--- src/rtl/switch_debouncer.sv ---
// Debounces a bouncy asynchronous switch. The new level is accepted only after
// STABLE_CYCLES consecutive synchronized samples; one-cycle edge strobes and a press counter are also provided.
module switch_debouncer #(
    parameter int STABLE_CYCLES = 500000,
    parameter int CNT_W         = 20
) (
    input  logic       clk,
    input  logic       rst,
    input  logic       sw_in,
    output logic       db_level,
    output logic       rise_pulse,
    output logic       fall_pulse,
    output logic [7:0] press_count
);

    localparam logic [1:0] S_LOW       = 2'd0;
    localparam logic [1:0] S_WAIT_HIGH = 2'd1;
    localparam logic [1:0] S_HIGH      = 2'd2;
    localparam logic [1:0] S_WAIT_LOW  = 2'd3;

    localparam logic [CNT_W-1:0] CNT_LAST = CNT_W'(STABLE_CYCLES - 1);
    localparam logic [CNT_W-1:0] CNT_ONE  = CNT_W'(1);

    logic             sync1;
    logic             sync2;
    logic [1:0]       state;
    logic [1:0]       state_next;
    logic [CNT_W-1:0] cnt;
    logic [CNT_W-1:0] cnt_next;
    logic             go_high;
    logic             go_low;

    // sync2 is the only copy of the switch the FSM is allowed to look at.
    always_comb begin
        state_next = state;
        cnt_next   = cnt;
        go_high    = 1'b0;
        go_low     = 1'b0;
        case (state)
            S_LOW: begin
                if (sync2) begin
                    state_next = S_WAIT_HIGH;
                    cnt_next   = CNT_ONE;
                end else begin
                    cnt_next = '0;
                end
            end
            S_WAIT_HIGH: begin
                if (!sync2) begin
                    state_next = S_LOW;
                    cnt_next   = '0;
                end else if (cnt >= CNT_LAST) begin
                    state_next = S_HIGH;
                    cnt_next   = '0;
                    go_high    = 1'b1;
                end else begin
                    cnt_next = cnt + CNT_ONE;
                end
            end
            S_HIGH: begin
                if (!sync2) begin
                    state_next = S_WAIT_LOW;
                    cnt_next   = CNT_ONE;
                end else begin
                    cnt_next = '0;
                end
            end
            S_WAIT_LOW: begin
                if (sync2) begin
                    state_next = S_HIGH;
                    cnt_next   = '0;
                end else if (cnt >= CNT_LAST) begin
                    state_next = S_LOW;
                    cnt_next   = '0;
                    go_low     = 1'b1;
                end else begin
                    cnt_next = cnt + CNT_ONE;
                end
            end
            default: begin
                state_next = S_LOW;
                cnt_next   = '0;
            end
        endcase
    end

    always_ff @(posedge clk or posedge rst) begin
        if (rst) begin
            sync1       <= 1'b0;
            sync2       <= 1'b0;
            state       <= S_LOW;
            cnt         <= '0;
            db_level    <= 1'b0;
            rise_pulse  <= 1'b0;
            fall_pulse  <= 1'b0;
            press_count <= 8'd0;
        end else begin
            sync1      <= sw_in;
            sync2      <= sync1;
            state      <= state_next;
            cnt        <= cnt_next;
            rise_pulse <= go_high;
            fall_pulse <= go_low;
            // Outputs update on the same edge as the accepting transition.
            if (go_high) begin
                db_level    <= 1'b1;
                press_count <= press_count + 8'd1;
            end else if (go_low) begin
                db_level <= 1'b0;
            end
        end
    end

endmodule

--- config.mk ---
export PLATFORM = sky130hd
export DESIGN_NAME = switch_debouncer
export DESIGN_NICKNAME = d
export VERILOG_FILES = /design/src/rtl/switch_debouncer.sv
export SDC_FILE = /design/constraint.sdc
export NUM_CORES = 1
export LEC_CHECK = 0
export BUFFER_PORTS_ARGS = -buffer_cell sky130_fd_sc_hd__buf_2
export CAP_MARGIN = 20
export CORE_MARGIN = 10
export CORE_UTILIZATION = 33
export CTS_CLUSTER_SIZE = 20
export DETAILED_ROUTE_END_ITERATION = 7
export PLACE_DENSITY = 0.53
export SLEW_MARGIN = 20
export SYNTH_ARGS = -nofsm -noshare
export SYNTH_HDL_FRONTEND = slang
export SYNTH_SLANG_ARGS = --single-unit
--- constraint.sdc ---
create_clock -name clk -period 2.3 [get_ports clk]
set_clock_uncertainty 0.1 [all_clocks]
set_input_delay 0.46 -clock clk [delete_from_list [all_inputs] [get_ports clk]]
set_output_delay 0.46 -clock clk [all_outputs]
set_load 0.01 [all_outputs]
==> impl_metrics.tcl, run 1 <==
set metrics [dict create \
    grt_start_max_net_pins 36 \
    min_path_type "input port to asynchronous set/reset pin" \
    cts_resized 0 \
    crit_path_max_fanout 9 \
    via_count_of_the_first_global_routing_pass 1242 \
    postCtsSetupBuffers 0 \
    post_synth_instance_area_um2 1630 \
    final_slew_violations 0 \
    total_switching_power_mw 0.436 \
    netSwitchingFraction 0.299 \
    fin_hold_viols 0 \
    gpl.final_weighted_congestion 0.759 \
    period_minus_slack_ns 2.09 \
    synth-seq-cells 35 \
    timing.critical_path.from_type "flip-flop" \
    period_share 0.908 \
    yosys.cell_count.top_type "dfrtp_1" \
    routed_wl_um 3170 \
    layout.filler_cells 490 \
    yosysWarnings 0 \
    total_grt_overflow 0 \
    remaining_drc_errors 0 \
    areaGrowthSynthToFinish_pct 15.2 \
    netlist.area_leader.share 0.536 \
    grt_first_pass_wirelength_um 5720 \
    ys_seq_area_frac 0.536 \
    final_layout_size_suffix_gt1_frac 0.198 \
    grt_antenna_before_repair 0 \
    crit_path_capture_type "flip-flop" \
    antenna_left 0 \
    synth_top_area_cell "dfrtp_1" \
    timing.critical_path.buf_inv 0 \
    clkSinkCount 35 \
    p_int_mw 1.02 \
    maxClockFrequency_mhz 479 \
    buffers_from_clock_root_to_sink_at_most 2 \
    synth_top_flop_cell "dfrtp_1" \
    irDropWorstVdd_mv 0.392 \
    start_util 0.344 \
    yosysUniqueCellTypes 37 \
    tritoncts "built" \
    multiInputGateArea_um2 728 \
    power_density_nw_per_um2 774 \
    die_h_um 90.4 \
    totalNegativeSetupSlack_ns 0 \
    async_flop_share 1.00 \
    power.sequential.fraction 0.518 \
    worstPathRequired_ns 2.37 \
    postSynthAreaPerCell_um2 10.9 \
    crit_path_max_incr_delay_ns 0.41 \
    cts.hold.buffers_added 0 \
    power_frac_clock 0.305 \
    numCtsBuffers 5 \
    cts_htree_levels 2 \
    met3_usage 0.0424 \
    arrival_ns 2.16 \
    top_usage_layer "met2" \
    worstSkewPairLatency_ns 0.28 \
    run_status "completed" \
    synth.top_cells.by_count "dfrtp_1 (35), nor2_1 (24), xor2_1 (14)" \
    synth_edf_count 0 \
    global_route.usage.total 0.0854 \
    post_drt_via_cell_ratio 4.81 \
    cp_slowest_cell "dfrtp_1" \
    final.hold.worst_slack_ns 0.161 \
    setup_violations 0 \
    rows 25 \
    grt_util_met1 0.103 \
    number_of_standard_cells_after_synthesis 150 \
    share_comb_of_total_power 0.178 \
    top_cell_family_by_delay_on_the_critical_path "compound AO/OA/AOI/OAI gates" \
    half_perimeter_wire_length_after_detailed_placement_um 2220 \
    ys_top_cells_by_area "dfrtp_1 (54%), xor2_1 (7.5%), nor2_1 (5.5%), xnor2_1 (4.8%), nand4_1 (2.7%)" \
    i_o_pin_total 14 \
    seqCellArea_um2 876 \
    core_area_um2 4750 \
    die_w_um 90.4 \
    dr_total_vias 1149 \
    antenna-diode-count 0 \
    die_area_um2 8170 \
    num-nets-final 177 \
    timing.critical_path.cells "ha_1 > and4_4 > o2111a_2 > o21ai_4 > nor2_4 > mux2_4" \
    drt_iter0_markers 93 \
    timing_worst_setup_path_type "flip-flop to flip-flop" \
    cts_root_buf "clkbuf_8" \
    power.static_leakage_nw 0.844 \
    maxCapViolations 0 \
    cts.reportedPaths.clkPinSlew_ns 0.07 \
    grtUsageMet2 0.129 \
    post_drt_wl_per_cell_um 13.3 \
    syn_nets 155 \
    grt_setup_unrepaired "false" \
    firstDrtPassIters 4 \
    io_buffers 13 \
]
## per-stage QoR
stage,power [mW],instances,cell area [µm²],setup slack [ns],utilization
detailed placement,1.03,232,1790,0.218,0.377
global route,1.56,239,1880,0.0953,0.396
CTS,1.48,239,1880,0.203,0.396
floorplan,0.938,150,1630,0.354,-
global placement,1.02,232,1790,0.270,0.377
finish,1.46,239,1880,0.211,0.396
## tightest hold or removal path, cell delays in order
cell	delay (ns)
buf_2	0.09
inv_1	0.04
buf_4	0.38
## state kept, by name, indices dropped and copies added, names as in the netlist, named ones only
name and flops:
state 1, sync1 1, db_level 1, sync2 1, cnt 20, fall_pulse 1
rise_pulse 1, press_count 8
## metal layers
layer | wire (µm) | up-vias
met2 | 1390 | 25
met5 | 0 | -
met3 | 177 | 4
met1 | 1570 | 567
li1 | - | 553
met4 | 27 | 0
## placed cells by master (no fill, tap or decap), types with 2 or more instances in the layout
cell	count
clkbuf_8	6
buf_2	13
buf_4	3
xnor2_1	9
nor3_1	2
inv_1	5
ha_1	2
xor2_1	14
dfrtp_1	35
nand4_1	7
nor2_4	2
or3_1	2
nor4_1	3
nor2_1	24
nand2b_1	2
and3_1	2
nand3_1	8
and2_1	2
nand2_1	10
## worst paths after layout
path / slack, ns / start / to / depth (start not counted)
min in group clk: 0.18 / sw_in / sync1 / 1
setup / recovery: 0.21 / cnt[0] / press_count[1] / 6
hold / removal: 0.16 / rst / sync2 / 3
setup reg to reg: 0.21 / cnt[0] / press_count[1] / 6
max in group asynchronous: 1.63 / rst / cnt[5] / 3
hold reg to reg: 0.25 / sync1 / sync2 / 0
## layout make-up
class	count	area share
Tap cell	67	0.0445
Inverter	5	0.00997
Clock buffer	6	0.0439
Timing Repair Buffer	16	0.0465
Clock inverter	1	0.00266
Sequential cell	35	0.465
Multi-Input combinational cell	109	0.387
## logic make-up (layout without fill, tap and decap cells)
| logic type | count (synthesis) | count (layout) | share of synthesized area |
|---|---|---|---|
| buffers and inverters | 6 | 28 | 0.0184 |
| XOR/XNOR | 23 | 23 | 0.123 |
| multiplexers | 2 | 2 | 0.0161 |
| other | 1 | 1 | 0.00229 |
| AO/OA/AOI/OAI | 9 | 9 | 0.0567 |
| AND/OR/NAND/NOR | 72 | 72 | 0.232 |
| flip-flops | 35 | 35 | 0.536 |
| adder cells (fa/ha/maj) | 2 | 2 | 0.0153 |
## power by group through the flow
stage	Combinational (mW)	Clock, mW	Sequential (mW)
2_1_floorplan	0.180	0	0.758
6_report	0.259	0.444	0.754
4_1_cts	0.265	0.461	0.751
3_3_place_gp	0.258	0	0.757
3_5_place_dp	0.265	0	0.762
5_1_grt	0.294	0.498	0.771
Note: power is estimated with default switching activity, not from simulation.
==> inputs of run 2 (changes only) <==
Settings changed: ABC_AREA set to 1.
==> run 2 against run 1 <==
Against the previous run:
- critical endpoint is now press_count[6]
- core utilization down 0.81 points
- sequential cell count stayed put
- first-iteration DRC count is 38% lower
- cell area grew 7.9%
- clock power down 10%
- register-to-register slack better by 0.26 ns
- hold slack improved by 0.0030 ns
- cell count up 28%
==> impl_metrics.tcl, run 2 <==
set metrics [dict create \
    final.hold.worst_slack_ns 0.164 \
    power.static_leakage_nw 0.967 \
    mostFrequentLayoutCells "nand2_1 (51), dfrtp_1 (35), nor2_1 (29), inv_1 (24), buf_2 (13)" \
    grt_start_max_net_pins 36 \
    min_path_type "input port to asynchronous set/reset pin" \
    dr_total_vias 1354 \
    worstPathRequired_ns 2.37 \
    remaining_drc_errors 0 \
    top_cell_family_by_delay_on_the_critical_path "simple AND/OR/NAND/NOR gates" \
    yosys.cell_count.top_type "nand2_1" \
    gpl.final_weighted_congestion 0.760 \
    routed_wl_um 3390 \
    rows 26 \
    post-route-util 0.388 \
    grt_antenna_before_repair 0 \
    period_share 0.795 \
    synth.top_cells.by_count "nand2_1 (51), dfrtp_1 (35), nor2_1 (29)" \
    timing.critical_path.from_type "flip-flop" \
    global_route.usage.total 0.0867 \
    run_status "completed" \
    post_drt_wl_per_cell_um 11.1 \
    syn_nets 223 \
    netlist.area_leader.share 0.481 \
    crit_path_capture_type "flip-flop" \
    yosys.area_share.simple 0.321 \
    crit_path_max_fanout 11 \
    timing.critical_path.buf_inv 2 \
    via_count_of_the_first_global_routing_pass 1411 \
    most_frequent_standard_cell_in_the_layout_excluding_fill_and_tap_cells "nand2_1" \
    antenna_left 0 \
    worstSkewPairLatency_ns 0.28 \
    io_buffers 13 \
    crit_top_cell "nand2_1" \
    seqCellArea_um2 876 \
    total_grt_overflow 0 \
    max_flop_register "cnt" \
    cts_htree_levels 2 \
    period_minus_slack_ns 1.83 \
    synth_top_flop_cell "dfrtp_1" \
    synth_top_family_by_area "simple AND/OR/NAND/NOR gates" \
    firstDrtPassIters 4 \
    top_regs "cnt: 20 flops, press_count: 8 flops" \
    half_perimeter_wire_length_after_detailed_placement_um 2530 \
    areaGrowthSynthToFinish_pct 11.5 \
    postCtsSetupBuffers 0 \
    core_area_um2 5240 \
    i_o_pin_total 14 \
    irDropWorstVdd_mv 0.530 \
    adder_and_majority_cell_fraction_of_the_synthesized_area 0.0137 \
    synth_edf_count 0 \
    arrival_ns 1.89 \
    crit_path_max_incr_delay_ns 0.43 \
    async_flop_share 1.00 \
    timing_worst_setup_path_type "flip-flop to flip-flop" \
    die_h_um 94.3 \
    final_slew_violations 0 \
    antenna-diode-count 0 \
    synth-seq-cells 35 \
    maxCapViolations 0 \
    post_synth_instance_area_um2 1820 \
    muxShareOfSynthArea 0 \
    number_of_standard_cells_after_synthesis 218 \
    drt_iter0_markers 58 \
    fin_hold_viols 0 \
    setup_violations 0 \
    synth_top_area_cell "dfrtp_1" \
    maxClockFrequency_mhz 547 \
    cts.reportedPaths.clkPinSlew_ns 0.06 \
    buffers_from_clock_root_to_sink_at_most 2 \
    yosysWarnings 0 \
    die_w_um 94.3 \
    timing.critical_path.cells "ha_1 > nand2_2 > inv_2 > nand2_2 > nand2_1 > nand2_1 > nand2_1 > nand2_2 > nand2_4 > nand2_4 > inv_2 > nand2_1 > nand2_1" \
    yosysUniqueCellTypes 26 \
    ys_top_cells_by_area "dfrtp_1 (48%), nand2_1 (11%), nor2_1 (6.0%), inv_1 (4.9%), xor2_1 (4.3%)" \
    ys_seq_area_frac 0.481 \
    grt_setup_unrepaired "false" \
    cts_resized 0 \
    cts.hold.buffers_added 0 \
    tritoncts "built" \
    cts_root_buf "clkbuf_8" \
    layout.filler_cells 538 \
    start_util 0.348 \
    num-nets-final 242 \
    numCtsBuffers 5 \
    totalNegativeSetupSlack_ns 0 \
    final_layout_size_suffix_gt1_frac 0.195 \
    postSynthAreaPerCell_um2 8.35 \
    clkSinkCount 35 \
    cp_slowest_cell "dfrtp_1" \
    power_density_nw_per_um2 711 \
    synth_xor_area_frac 0.0770 \
    post_drt_via_cell_ratio 4.42 \
    die_area_um2 8890 \
    synth_compound_gate_area_share 0.0351 \
    grt_first_pass_wirelength_um 6270 \
    multiInputGateArea_um2 817 \
    largest_reg_flops 20 \
]
[run 2: through the flow]
stage / cell area, µm² / std cells / total power, mW / setup slack, ns
floorplan: 1820 / 218 / 0.981 / 0.701
global placement: 1960 / 300 / 1.06 / 0.526
detailed placement: 1960 / 300 / 1.07 / 0.487
CTS: 2030 / 306 / 1.47 / 0.468
global route: 2030 / 306 / 1.55 / 0.319
finish: 2030 / 306 / 1.44 / 0.472
[run 2: power breakdown]
group / internal [mW] / leakage (nW) / total [mW] / switching [mW]
Sequential: 0.683 / 0.471 / 0.763 / 0.0804
Combinational: 0.104 / 0.459 / 0.282 / 0.178
Clock: 0.202 / 0.0371 / 0.399 / 0.197
[run 2: final cells by class]
type	instances	area share
tap	70	0.0431
multi-input combinational	153	0.402
inverter	28	0.0518
sequential	35	0.431
timing repair buffer	14	0.0357
clock buffer	6	0.0357
[run 2: path summary, 6_finish.rpt]
kind,start,endpoint,slack (ns),cells after the start
worst max register to register,cnt[0],press_count[6],0.47,13
worst max-delay path,cnt[0],press_count[6],0.47,13
worst min-delay path,rst,sync2,0.16,3
worst min register to register,sync1,sync2,0.25,0
max in group asynchronous,rst,cnt[13],1.62,3
min in group clk,sw_in,sync1,0.19,1
[run 2: per-layer routing]
layer | track usage | up-vias | routed length (µm)
met5 | 0 | - | 0
li1 | - | 705 | -
met2 | 0.135 | 19 | 1510
met4 | 0.0304 | 0 | 36
met3 | 0.0344 | 4 | 165
met1 | 0.106 | 626 | 1670
[run 2: tightest hold or removal path, cell delays in order]
cell   delay (ns)
buf_2        0.09
inv_1        0.04
buf_4        0.38
[run 2: logic make-up (layout without fill, tap and decap cells)]
| logic type | count (synthesis) | in the layout |
|---|---|---|
| adders and majority gates | 2 | 2 |
| buffers and inverters | 30 | 48 |
| other | 1 | 1 |
| AOI/OAI and AO/OA | 10 | 10 |
| xor gates and xnor gates | 16 | 16 |
| DFF | 35 | 35 |
| and+or+nand+nor | 124 | 124 |
==> inputs of run 3 (changes only) <==
Clock period 2.3 ns to 1.9 ns, I/O delays scaled along.
==> run 3 against run 2 <==
Against the previous run:
- wire length up 3.2%
- clock-buffer cell count down 1
- largest cell class unchanged
- die area unchanged
- first-iteration DRC count down 41%
- combinational power up 54%
- cell area up 5.3%
- highest routed layer unchanged
- sequential cell count unchanged
==> impl_metrics.tcl, run 3 (synthesized netlist as in run 2, its figures left out) <==
set metrics [dict create \
    run_status "completed" \
    i_o_pin_total 14 \
    power_density_nw_per_um2 934 \
    seqCellArea_um2 876 \
    areaGrowthSynthToFinish_pct 17.5 \
    timing_worst_setup_path_type "flip-flop to flip-flop" \
    power.static_leakage_nw 1.01 \
    maxClockFrequency_mhz 576 \
    total_grt_overflow 0 \
    top_regs "cnt: 20 flops, press_count: 8 flops" \
    period_minus_slack_ns 1.74 \
    grt_start_max_net_pins 36 \
    crit_path_capture_type "flip-flop" \
    drt_iter0_markers 34 \
    antenna-diode-count 0 \
    post_drt_wl_per_cell_um 11.1 \
    worstPathRequired_ns 2.02 \
    pre_cts_worst_setup_slack_ns 0.0760 \
    arrival_ns 1.86 \
    buffers_from_clock_root_to_sink_at_most 2 \
    tritoncts "built" \
    final_layout_size_suffix_gt1_frac 0.225 \
    via_count_of_the_first_global_routing_pass 1348 \
    numCtsBuffers 5 \
    slew_at_the_pin_closest_to_its_max_slew_limit_ns 0.551 \
    worst_slack_ns 0.163 \
    core_area_um2 5240 \
    timing.critical_path.cells "ha_1 > nand2_2 > inv_2 > nand2_2 > nand2_1 > nand2_1 > nand2_1 > nand2_2 > nand3_4 > buf_4 > nor2_2" \
    post-route-util 0.408 \
    mostFrequentLayoutCells "nand2_1 (51), dfrtp_1 (35), nor2_1 (29), inv_1 (24), buf_2 (13)" \
    half_perimeter_wire_length_after_detailed_placement_um 2540 \
    gpl.final_weighted_congestion 0.761 \
    worstSkewPairLatency_ns 0.29 \
    grt_antenna_before_repair 0 \
    start_util 0.348 \
    die_area_um2 8890 \
    fin_hold_viols 0 \
    most_frequent_standard_cell_in_the_layout_excluding_fill_and_tap_cells "nand2_1" \
    totalNegativeSetupSlack_ns 0 \
    routed_wl_um 3490 \
    cts.reportedPaths.clkPinSlew_ns 0.07 \
    global_route.usage.total 0.0874 \
    min_path_type "input port to asynchronous set/reset pin" \
    die_w_um 94.3 \
    cts.hold.buffers_added 0 \
    antenna_left 0 \
    layout.filler_cells 536 \
    finalNonFillerCells 314 \
    timing.critical_path.from_type "flip-flop" \
    clkSinkCount 35 \
    largest_reg_flops 20 \
    die_h_um 94.3 \
    crit_path_max_incr_delay_ns 0.39 \
    cp_slowest_cell "dfrtp_1" \
    cts_htree_levels 2 \
    period_share 0.914 \
    remaining_drc_errors 0 \
    worst-r2r-setup-slack_ns 0.16 \
    final_slew_violations 0 \
    io_buffers 13 \
    setup_violations 0 \
    num-nets-final 249 \
    crit_path_max_fanout 14 \
    grt_first_pass_wirelength_um 6260 \
    firstDrtPassIters 4 \
    irDropWorstVdd_mv 0.567 \
    grt_setup_unrepaired "false" \
    post_drt_via_cell_ratio 4.35 \
    rows 26 \
    maxCapViolations 0 \
    slew_headroom 0.630 \
    r2r_cells 11 \
    cts_root_buf "clkbuf_8" \
    multiInputGateArea_um2 826 \
    max_flop_register "cnt" \
    place_inst 300 \
    dr_total_vias 1365 \
]
[run 3: layout make-up]
type,count,area share
sequential,35,0.410
multi-input combinational,153,0.386
timing repair buffer,21,0.0644
inverter,28,0.0492
tap,70,0.0410
clock buffer,5,0.0322
clock inverter,2,0.0176
[run 3: per-stage QoR]
step	instance area, µm²	power (mW)	hold slack (ns)
finish	2140	2.00	0.0694
global route	2140	2.12	0.0842
CTS	2060	1.95	0.0866
detailed placement	1960	1.29	0.238
global placement	1960	1.29	0.232
floorplan	1820	1.19	0.231
[run 3: repair_timing]
action                     CTS  global route
gates resized for setup      0             1
buffers inserted             0             7
setup endpoints to repair    0            16
[run 3: final timing paths]
| kind | startpoint | end |
|---|---|---|
| max | cnt[0] | cnt[16] |
| min | rst | sync2 |
| max reg2reg | cnt[0] | cnt[16] |
| max in group asynchronous | rst | cnt[8] |
| min reg2reg | sync1 | sync2 |
| min in group clk | sw_in | sync1 |
[run 3: power by group]
part	internal (mW)	leakage (nW)	switching [mW]
combinational	0.188	0.490	0.246
clock	0.383	0.0502	0.268
sequential	0.826	0.471	0.0854
[run 3: routing by layer]
| layer | GRT usage | vias up | part of all wire |
|---|---|---|---|
| li1 | - | 720 | - |
| met4 | 0.0380 | 0 | 0.019 |
| met2 | 0.128 | 21 | 0.43 |
| met1 | 0.110 | 616 | 0.50 |
| met5 | 0 | - | 0 |
| met3 | 0.0352 | 8 | 0.054 |
[run 3: critical path, delay by kind of cell (launching register included)]
family        cells  cell delay (ns)
simple gates      8             0.71
flops             1             0.39
buf+inv           2             0.24
fa+ha+maj         1             0.22
